File: src/rtl/hack_bus_pkg.sv
// Shared constants and types for the Hack-side 16-bit routing blocks
// (dmux8way16, mux8way16_rr and later fan-in/fan-out stages).
package hack_bus_pkg;

    localparam int WIDTH = 16;
    localparam int NCH   = 8;
    localparam int SELW  = 3;

    typedef logic [SELW-1:0] chan_idx_t;

    // Successor of a channel index; the 3-bit width makes 7 wrap to 0.
    function automatic chan_idx_t next_idx(input chan_idx_t idx);
        return idx + chan_idx_t'(1);
    endfunction

endpackage

File: src/rtl/rr_pick8.sv
// Combinational round-robin picker: returns the first requesting channel
// found when scanning ptr, ptr+1, ..., ptr+7 (mod 8).
module rr_pick8
    import hack_bus_pkg::*;
(
    input  logic [7:0] req,
    input  logic [2:0] ptr,
    output logic [2:0] grant,
    output logic       any
);

    chan_idx_t idx;

    // Scan from the farthest offset back to ptr so the nearest requester wins.
    always_comb begin
        grant = ptr;
        idx   = ptr;
        for (int k = 7; k >= 0; k--) begin
            idx = ptr + chan_idx_t'(k);
            if (req[idx]) begin
                grant = idx;
            end
        end
        any = |req;
    end

endmodule

File: src/rtl/mux8way16_rr.sv
// Eight-channel valid/ready gatherer: a round-robin arbiter selects one
// producer per transfer into a single registered output stage tagged with
// the source channel index.
module mux8way16_rr #(
    parameter int WIDTH = 16,
    parameter int NCH   = 8
) (
    input  logic             clk,
    input  logic             reset,
    input  logic [WIDTH-1:0] a,
    input  logic [WIDTH-1:0] b,
    input  logic [WIDTH-1:0] c,
    input  logic [WIDTH-1:0] d,
    input  logic [WIDTH-1:0] e,
    input  logic [WIDTH-1:0] f,
    input  logic [WIDTH-1:0] g,
    input  logic [WIDTH-1:0] h,
    input  logic [NCH-1:0]   valid,
    output logic [NCH-1:0]   ready,
    output logic [WIDTH-1:0] out,
    output logic [2:0]       out_sel,
    output logic             out_valid,
    input  logic             out_ready
);

    import hack_bus_pkg::*;

    chan_idx_t        ptr;
    chan_idx_t        grant;
    logic             any;
    logic             load_ok;
    logic             xfer;
    logic [WIDTH-1:0] chdata [NCH];

    assign chdata[0] = a;
    assign chdata[1] = b;
    assign chdata[2] = c;
    assign chdata[3] = d;
    assign chdata[4] = e;
    assign chdata[5] = f;
    assign chdata[6] = g;
    assign chdata[7] = h;

    rr_pick8 u_pick (
        .req   (valid),
        .ptr   (ptr),
        .grant (grant),
        .any   (any)
    );

    // Handshake: the output stage can take a beat when empty or being drained,
    // and only the granted channel sees ready; reset masks every ack.
    always_comb begin
        load_ok = !out_valid || out_ready;
        xfer    = any && load_ok && !reset;
        ready   = '0;
        if (xfer) begin
            ready[grant] = 1'b1;
        end
    end

    // Output register and round-robin pointer; a held beat is dropped on reset.
    always_ff @(posedge clk) begin
        if (reset) begin
            out       <= '0;
            out_sel   <= '0;
            out_valid <= 1'b0;
            ptr       <= '0;
        end else if (any && load_ok) begin
            out       <= chdata[grant];
            out_sel   <= grant;
            out_valid <= 1'b1;
            ptr       <= next_idx(grant);
        end else if (out_valid && out_ready) begin
            out_valid <= 1'b0;
        end
    end

endmodule

File: config.mk
export PLATFORM = sky130hd
export DESIGN_NAME = mux8way16_rr
export DESIGN_NICKNAME = d
export VERILOG_FILES = /design/src/rtl/hack_bus_pkg.sv /design/src/rtl/rr_pick8.sv /design/src/rtl/mux8way16_rr.sv
export SDC_FILE = /design/constraint.sdc
export NUM_CORES = 1
export LEC_CHECK = 0
export CAP_MARGIN = 25
export CORE_ASPECT_RATIO = 1.75
export CORE_MARGIN = 5
export CORE_UTILIZATION = 39
export CTS_CLUSTER_SIZE = 20
export DETAILED_ROUTE_END_ITERATION = 6
export HOLD_SLACK_MARGIN = 0.12
export PLACE_DENSITY_LB_ADDON = 0.05
export SLEW_MARGIN = 25
export SYNTH_ARGS = -nofsm -noshare
export SYNTH_HDL_FRONTEND = slang
export SYNTH_SLANG_ARGS = --single-unit
File: constraint.sdc
create_clock -name clk -period 4.55 [get_ports clk]
set_input_delay 0.91 -clock clk [delete_from_list [all_inputs] [get_ports clk]]
set_output_delay 0.91 -clock clk [all_outputs]
set_load 0.005 [all_outputs]
# [After elaboration in Yosys (flattened, before gate mapping)]
# Index checks and enable logic that the tools add are counted.
# Widths: inputs -> output; s select.
[totals] ff_bits=23 input_bits=139
[op_classes] n_lt_le_gt_ge=11 n_addsub=8 n_mux=32 n_reduce_logical=9 bitwise_logic=1
[ops] cell="$bmux 16 s3" count=1
[ops] cell="$lt 3x4->1 const B" count=9
[ops] cell="$mux 16" count=2
[ops] cell="$bmux 1 s3" count=8
[ops] cell="$mux 3" count=8
[ops] cell="$add 3x3->3 const B" count=4
[ops] cell="$mux 1" count=11
[ops] cell="$mux 8" count=1
[ops] cell="$reduce_or 8->1" count=1
[ops] cell="$add 3x1->3 const B" count=2
[ops] cell="$add 3x2->3 const B" count=2
[ops] cell="$ge 4x4->1 const B" count=1
[ops] cell="$logic_and 1x1->1" count=4
[ops] cell="$not 3->4" count=1
[ops] cell="$demux 1 s3" count=1
[ops] cell="$ge 3x1->1 const B" count=1
[ops] cell="$logic_not 1->1" count=2
[ops] cell="$reduce_bool 2->1" count=1
[ops] cell="$logic_or 1x1->1" count=1

# [Longest topological paths before layout]
# Gate-level depths: netlist of run 1.
[logic_depth] ltp_word=16 mapped_depth=16

# [By module]
# A second synthesis of run 1 with hierarchy kept.
[hier_totals] hier_cells=312 hier_area_um2=2939.1
[modules_own_cells] module="mux8way16_rr" n_inst=1 area_per_inst_um2=2064.5 seq_area_each_um2=460.4 cells_per_inst=218
[modules_own_cells] module="rr_pick8" n_inst=1 area_per_inst_um2=874.6 seq_area_each_um2=0.0 cells_per_inst=94

# [Least setup slack after synthesis of run 1]
# No wires, ideal clock.
[synth_path] kind="reg-to-output" startpoint="register ptr[0]" endpoint="output ready[2]" t_required_ns=3.640 path_buffers=5 t_arrival_ns=3.337 path_stages_with_launch=16 setup_slack_ns=0.303 path_cell_list="dfxtp_1 buf_6 inv_1 ha_1 clkbuf_1 mux4_2 mux2_2 o211ai_1 o21ai_1 a211oi_1 o41a_1 buf_6 buf_6 buf_6 and2_1 nor3b_1"
[synth_via] elab_chain_len=16
[synth_lines] item="start, declared" line_no="mux8way16_rr.sv:28" rtl="chan_idx_t ptr;"
[synth_lines] item="start signal, assigned" line_no="mux8way16_rr.sv:73" rtl="ptr <= next_idx(grant);"
[synth_lines] item="$add 3x3->3" line_no="rr_pick8.sv:19" rtl="idx = ptr + chan_idx_t'(k);"
[synth_lines] item="$bmux 1 s3" line_no="rr_pick8.sv:20" rtl="if (req[idx]) begin"
[synth_lines] item="$mux 1 (implied by the code)" line_no="rr_pick8.sv:20"
[synth_lines] item="$mux 3 (7 in series)" line_no="rr_pick8.sv:20"
[synth_lines] item="$mux 3 *" line_no="rr_pick8.sv:20"
[synth_lines] item="$lt 3x4->1 (implied by the code) or $ge 3x1->1 (tied branches)" line_no="mux8way16_rr.sv:58" rtl="ready[grant] = 1'b1;"
[synth_lines] item="$logic_and 1x1->1 (implied by the code)" line_no="mux8way16_rr.sv:58"
[synth_lines] item="$mux 1 (implied by the code)" line_no="mux8way16_rr.sv:58"
[synth_lines] item="$demux 1 s3 *" line_no="mux8way16_rr.sv:58"
[synth_lines] item="$mux 8 *" line_no="mux8way16_rr.sv:57" rtl="if (xfer) begin"
[synth_lines] item="end, declared" line_no="mux8way16_rr.sv:19" rtl="output logic [NCH-1:0] ready,"
# Mark *: on every way between the ends. The rest lies on a longest branch, timed or not. The select of a mux whose other input is x is not followed.

# [Final worst setup path of run 1]
[layout_path] startpoint="input valid[2]" endpoint="output ready[1]"
[layout_via] elab_chain_len=15
[layout_lines] item="start, declared" line_no="mux8way16_rr.sv:18" rtl="input logic [NCH-1:0] valid,"
[layout_lines] item="$bmux 1 s3" line_no="rr_pick8.sv:20"
[layout_lines] item="$mux 1 (implied by the code)" line_no="rr_pick8.sv:20"
[layout_lines] item="$mux 3 (8 in series)" line_no="rr_pick8.sv:20"
[layout_lines] item="$lt 3x4->1 (implied by the code) or $ge 3x1->1 (tied branches)" line_no="mux8way16_rr.sv:58"
[layout_lines] item="$logic_and 1x1->1 (implied by the code)" line_no="mux8way16_rr.sv:58"
[layout_lines] item="$mux 1 (implied by the code)" line_no="mux8way16_rr.sv:58"
[layout_lines] item="$demux 1 s3" line_no="mux8way16_rr.sv:58"
[layout_lines] item="$mux 8 *" line_no="mux8way16_rr.sv:57"
# Marks and branches as above.

==> out/qor.json, run 1 <==
{
  "run_status": {
    "result_of_the_run": "finished clean"
  },
  "routing": {
    "routed_wl_um": 10700,
    "detail_route.vias_per_cell": 5.60,
    "vias": 3218,
    "post_drt_wl_per_cell_um": 18.6,
    "drtPass1Iterations": 4,
    "antenna_violating_nets_post_route": 0,
    "1st_iter_drt_viols": 104,
    "drcViolationCount": 0
  },
  "clock_network": {
    "numCtsBuffers": 3,
    "max-clock-path-buffers": 2,
    "numClockSinks": 23,
    "later_pin_clock_latency_in_the_skew_report_ns": 0.25,
    "cts.htree.levels": 1,
    "clkSlewWorstSetupHoldPaths_ns": 0.06,
    "cts_tree": "built",
    "ctsRootBufferMaster": "sky130_fd_sc_hd__clkbuf_16",
    "cts.hold.buffers_added": 0
  },
  "logic_synthesis": {
    "seq_area_frac_synth_pct": 16.4,
    "ys_seq_elements": 23,
    "post_synth_instance_area_sq_um": 2810,
    "synth.distinct_cells": 53,
    "postSynthCellCount": 313,
    "synth_enable_flop_cells": 0,
    "synth_fp_nets": 454,
    "yosys_warnings": 0,
    "async_reset_ff_share_pct": 0,
    "postSynthAreaPerCell_sq_um": 8.97,
    "postSynth.topFlopCell": "sky130_fd_sc_hd__dfxtp_1"
  },
  "timing": {
    "number_of_hold_violations_in_the_final_report": 0,
    "period_needed_ns": 4.50,
    "timing.max_slew.rel_slack_pct": 49.0,
    "max_freq_mhz": 222,
    "setup-violations-final": 0,
    "holdWs_ns": 0.482,
    "timing_worst_slew_pin_value_ns": 0.761,
    "timing.clock.skew_ns": 0.00264,
    "timing.final.crit_share_pct": 98.9,
    "report.final.slew_viol_count": 0
  },
  "placed_design": {
    "port-buffer-count": 166,
    "gp_routability_congestion": 0.922,
    "detailed_placer_s_ending_hpwl_um": 8850,
    "dp.cells": 567
  },
  "setup_path": {
    "crit-reg2reg-capture": "out[1]$_SDFFE_PP0P_",
    "crit_type": "input pin to output pin",
    "timing.reg2reg.worst_path_depth": 12,
    "r2r_start": "ptr[0]$_SDFFE_PP0P_",
    "critPathArrivalTime_ns": 3.59,
    "crit_fanout": 7,
    "critPathLaunch": "valid[2]",
    "r2r_setup_slack_ns": 0.78,
    "cp-endpoint": "ready[1]",
    "timing.critical_path.from_type": "input pin",
    "setup.worst_path.end_class": "output pin",
    "worstPathRequired_ns": 3.64
  },
  "die": {
    "die_width_um": 74.1,
    "floorplan.rows": 41,
    "initial_core_util_pct": 39.4,
    "dieHeight_um": 122,
    "design.core.area_sq_um": 7130,
    "ios": 167,
    "die-area_sq_um": 9060
  },
  "global_routing": {
    "via_count_of_the_first_global_routing_pass": 3367,
    "grt_start_max_net_pins": 37,
    "first_pass_grt_wire_length_um": 16700,
    "antenna_violations_before_repair": 0,
    "grt_total_ovfl": 0,
    "grt_util_all_layers_pct": 24.0
  },
  "layout": {
    "final_non_filler_cells": 575,
    "antennaDiodeCount": 0,
    "flow.area_growth_from_synthesis_pct": 71.6,
    "final_net_count": 631,
    "share_of_post_route_cells_with_drive_strength_above_1_pct": 18.6,
    "n_fill_cell": 631
  },
  "power_and_ir_drop": {
    "cellPowerDensity_nw_per_um2": 757,
    "pwr-share-comb_pct": 85.5,
    "max-vdd-ir-drop_mv": 0.663,
    "share_seq_of_total_power_pct": 9.3,
    "p_int_w": 0.00197,
    "switching_share_pct": 46.1,
    "p_clk_share_pct": 5.3,
    "netSwitchingPower_w": 0.00168,
    "power.static_leakage_nw": 1.98
  },
  "flow_run": {
    "drv_cap": 0
  },
  "min_path": {
    "hp-class": "flop to flop",
    "hold-path-cell-count": 2
  }
}
-- through the flow --
step	utilization, %	setup TNS [ns]	power, W	setup slack [ns]	area [sq um]
5_1_grt	67.6	-0.0244	0.00394	-0.0244	4820
6_report	67.6	0	0.00364	0.0497	4820
3_5_place_dp	65.4	-3.30	0.00330	-0.462	4660
2_1_floorplan	-	0	0.00245	0.303	2810
4_1_cts	67.0	0	0.00360	0.00688	4770
3_3_place_gp	65.4	-2.93	0.00326	-0.465	4660
-- cell type report --
class	instances	area, sq um	share of cell area (%)
multi-input combinational	253	2210	45.9
clock buffer	4	78.8	1.64
tap	86	108	2.23
sequential	23	460	9.56
timing repair buffer	204	1940	40.3
inverter	5	18.8	0.390
-- state kept, by name, indices dropped and copies added, names as in the netlist --
register   cells
out_valid      1
out           16
out_sel        3
ptr            3
-- worst min path at each step --
| stage | start | to | slack [ns] |
|---|---|---|---|
| global route | out_sel[1]$_SDFFE_PP0P_ | out_sel[1]$_SDFFE_PP0P_ | 0.50 |
| detailed placement | out_sel[1]$_SDFFE_PP0P_ | out_sel[1]$_SDFFE_PP0P_ | 0.48 |
| finish | out_sel[1]$_SDFFE_PP0P_ | out_sel[1]$_SDFFE_PP0P_ | 0.48 |
| CTS | out_sel[1]$_SDFFE_PP0P_ | out_sel[1]$_SDFFE_PP0P_ | 0.48 |
| floorplan | out_sel[1]$_SDFFE_PP0P_ | out_sel[1]$_SDFFE_PP0P_ | 0.45 |
| global placement | out_sel[1]$_SDFFE_PP0P_ | out_sel[1]$_SDFFE_PP0P_ | 0.46 |
-- per-layer routing --
metal | share of wire (%) | global-route usage [%] | routed length, um
met4 | 3.3 | 8.84 | 353
met2 | 58 | 46.4 | 6160
met5 | 0 | 0 | 0
met3 | 6.4 | 5.00 | 686
met1 | 33 | 24.0 | 3500
-- power by group through the flow --
stage / clock [W] / sequential [W] / combinational [W]
4_1_cts: 0.000194 / 0.000338 / 0.00307
2_1_floorplan: 0 / 0.000337 / 0.00211
5_1_grt: 0.000207 / 0.000348 / 0.00338
3_3_place_gp: 0 / 0.000336 / 0.00292
3_5_place_dp: 0 / 0.000340 / 0.00296
6_report: 0.000192 / 0.000337 / 0.00312
-- placed cells by master (no fill, tap or decap), types with 5 or more instances in the layout --
master,synthesis,layout
sky130_fd_sc_hd__a21oi_1,8,8
sky130_fd_sc_hd__mux2i_1,54,50
sky130_fd_sc_hd__o211ai_1,17,17
sky130_fd_sc_hd__dfxtp_1,23,23
sky130_fd_sc_hd__nand3_1,20,20
sky130_fd_sc_hd__and3_1,8,8
sky130_fd_sc_hd__mux4_2,13,16
sky130_fd_sc_hd__nor2_1,32,32
sky130_fd_sc_hd__nand2_1,13,12
sky130_fd_sc_hd__a31oi_1,17,16
sky130_fd_sc_hd__dlygate4sd2_1,0,13
sky130_fd_sc_hd__a211oi_2,8,9
sky130_fd_sc_hd__buf_4,1,37
sky130_fd_sc_hd__inv_1,5,5
sky130_fd_sc_hd__clkdlybuf4s50_1,0,150
-- cells by family after synthesis --
kind of cell | synth area share [%]
XOR/XNOR | 1.25
adder cells (fa/ha/maj) | 0.892
AND/OR/NAND/NOR | 16.3
multiplexers | 35.0
AO/OA/AOI/OAI | 22.2
buffers and inverters | 7.85
flip-flops | 16.4
-- cells in the mapped netlist (2+ instances only) --
| master | number | area [sq um] |
|---|---|---|
| sky130_fd_sc_hd__mux2i_1 | 54 | 541 |
| sky130_fd_sc_hd__nor2_1 | 32 | 120 |
| sky130_fd_sc_hd__dfxtp_1 | 23 | 460 |
| sky130_fd_sc_hd__nand3_1 | 20 | 100 |
| sky130_fd_sc_hd__a31oi_1 | 17 | 106 |
| sky130_fd_sc_hd__o211ai_1 | 17 | 128 |
| sky130_fd_sc_hd__clkbuf_1 | 14 | 52.6 |
| sky130_fd_sc_hd__mux4_2 | 13 | 293 |
| sky130_fd_sc_hd__nand2_1 | 13 | 48.8 |
| sky130_fd_sc_hd__a211oi_2 | 8 | 100 |
| sky130_fd_sc_hd__a21oi_1 | 8 | 40.0 |
| sky130_fd_sc_hd__and3_1 | 8 | 50.1 |
| sky130_fd_sc_hd__buf_6 | 6 | 67.6 |
| sky130_fd_sc_hd__buf_2 | 5 | 25.0 |
| sky130_fd_sc_hd__inv_1 | 5 | 18.8 |
| sky130_fd_sc_hd__mux4_1 | 4 | 105 |
| sky130_fd_sc_hd__nor3_1 | 4 | 20.0 |
| sky130_fd_sc_hd__o21ai_0 | 4 | 20.0 |
| sky130_fd_sc_hd__o21ai_1 | 4 | 20.0 |
| sky130_fd_sc_hd__a211oi_1 | 3 | 22.5 |
| sky130_fd_sc_hd__and2_1 | 3 | 18.8 |
| sky130_fd_sc_hd__buf_1 | 3 | 11.3 |
| sky130_fd_sc_hd__mux2_2 | 3 | 33.8 |
| sky130_fd_sc_hd__nand2b_1 | 3 | 18.8 |
| sky130_fd_sc_hd__a21o_1 | 2 | 15.0 |
| sky130_fd_sc_hd__a22o_1 | 2 | 17.5 |
| sky130_fd_sc_hd__a22oi_1 | 2 | 15.0 |
| sky130_fd_sc_hd__buf_8 | 2 | 30.0 |
| sky130_fd_sc_hd__ha_1 | 2 | 25.0 |
| sky130_fd_sc_hd__nor3b_1 | 2 | 15.0 |
| sky130_fd_sc_hd__nor4_1 | 2 | 12.5 |
| sky130_fd_sc_hd__or4_1 | 2 | 15.0 |
| sky130_fd_sc_hd__xnor2_1 | 2 | 17.5 |
| sky130_fd_sc_hd__xor2_1 | 2 | 17.5 |
-- worst max-delay path: stages --
cell and delay, ns:
sky130_fd_sc_hd__dlygate4sd2_1 0.30, sky130_fd_sc_hd__mux4_2 0.56, sky130_fd_sc_hd__buf_4 0.17, sky130_fd_sc_hd__mux2_2 0.27, sky130_fd_sc_hd__and2_1 0.21, sky130_fd_sc_hd__o41a_4 0.50, sky130_fd_sc_hd__buf_4 0.17, sky130_fd_sc_hd__nor4_2 0.24
sky130_fd_sc_hd__clkdlybuf4s15_2 0.26
-- timing repair --
action,in CTS,in global routing
setup endpoints to repair,8,7
pin swaps,3,3
buffers inserted,4,0
resized for setup,30,10
No activity file was read; power rests on OpenSTA's default activity.
==> run 2: changes to the inputs <==
--- a/config.mk
+++ b/config.mk
@@ -9,7 +9,6 @@
 export CORE_ASPECT_RATIO = 1.75
 export CORE_MARGIN = 5
 export CORE_UTILIZATION = 39
-export CTS_CLUSTER_SIZE = 20
 export DETAILED_ROUTE_END_ITERATION = 6
 export HOLD_SLACK_MARGIN = 0.12
 export PLACE_DENSITY_LB_ADDON = 0.05
==> results of run 2 <==
No change in the layout: final DEF, timing and power equal those of run 1.
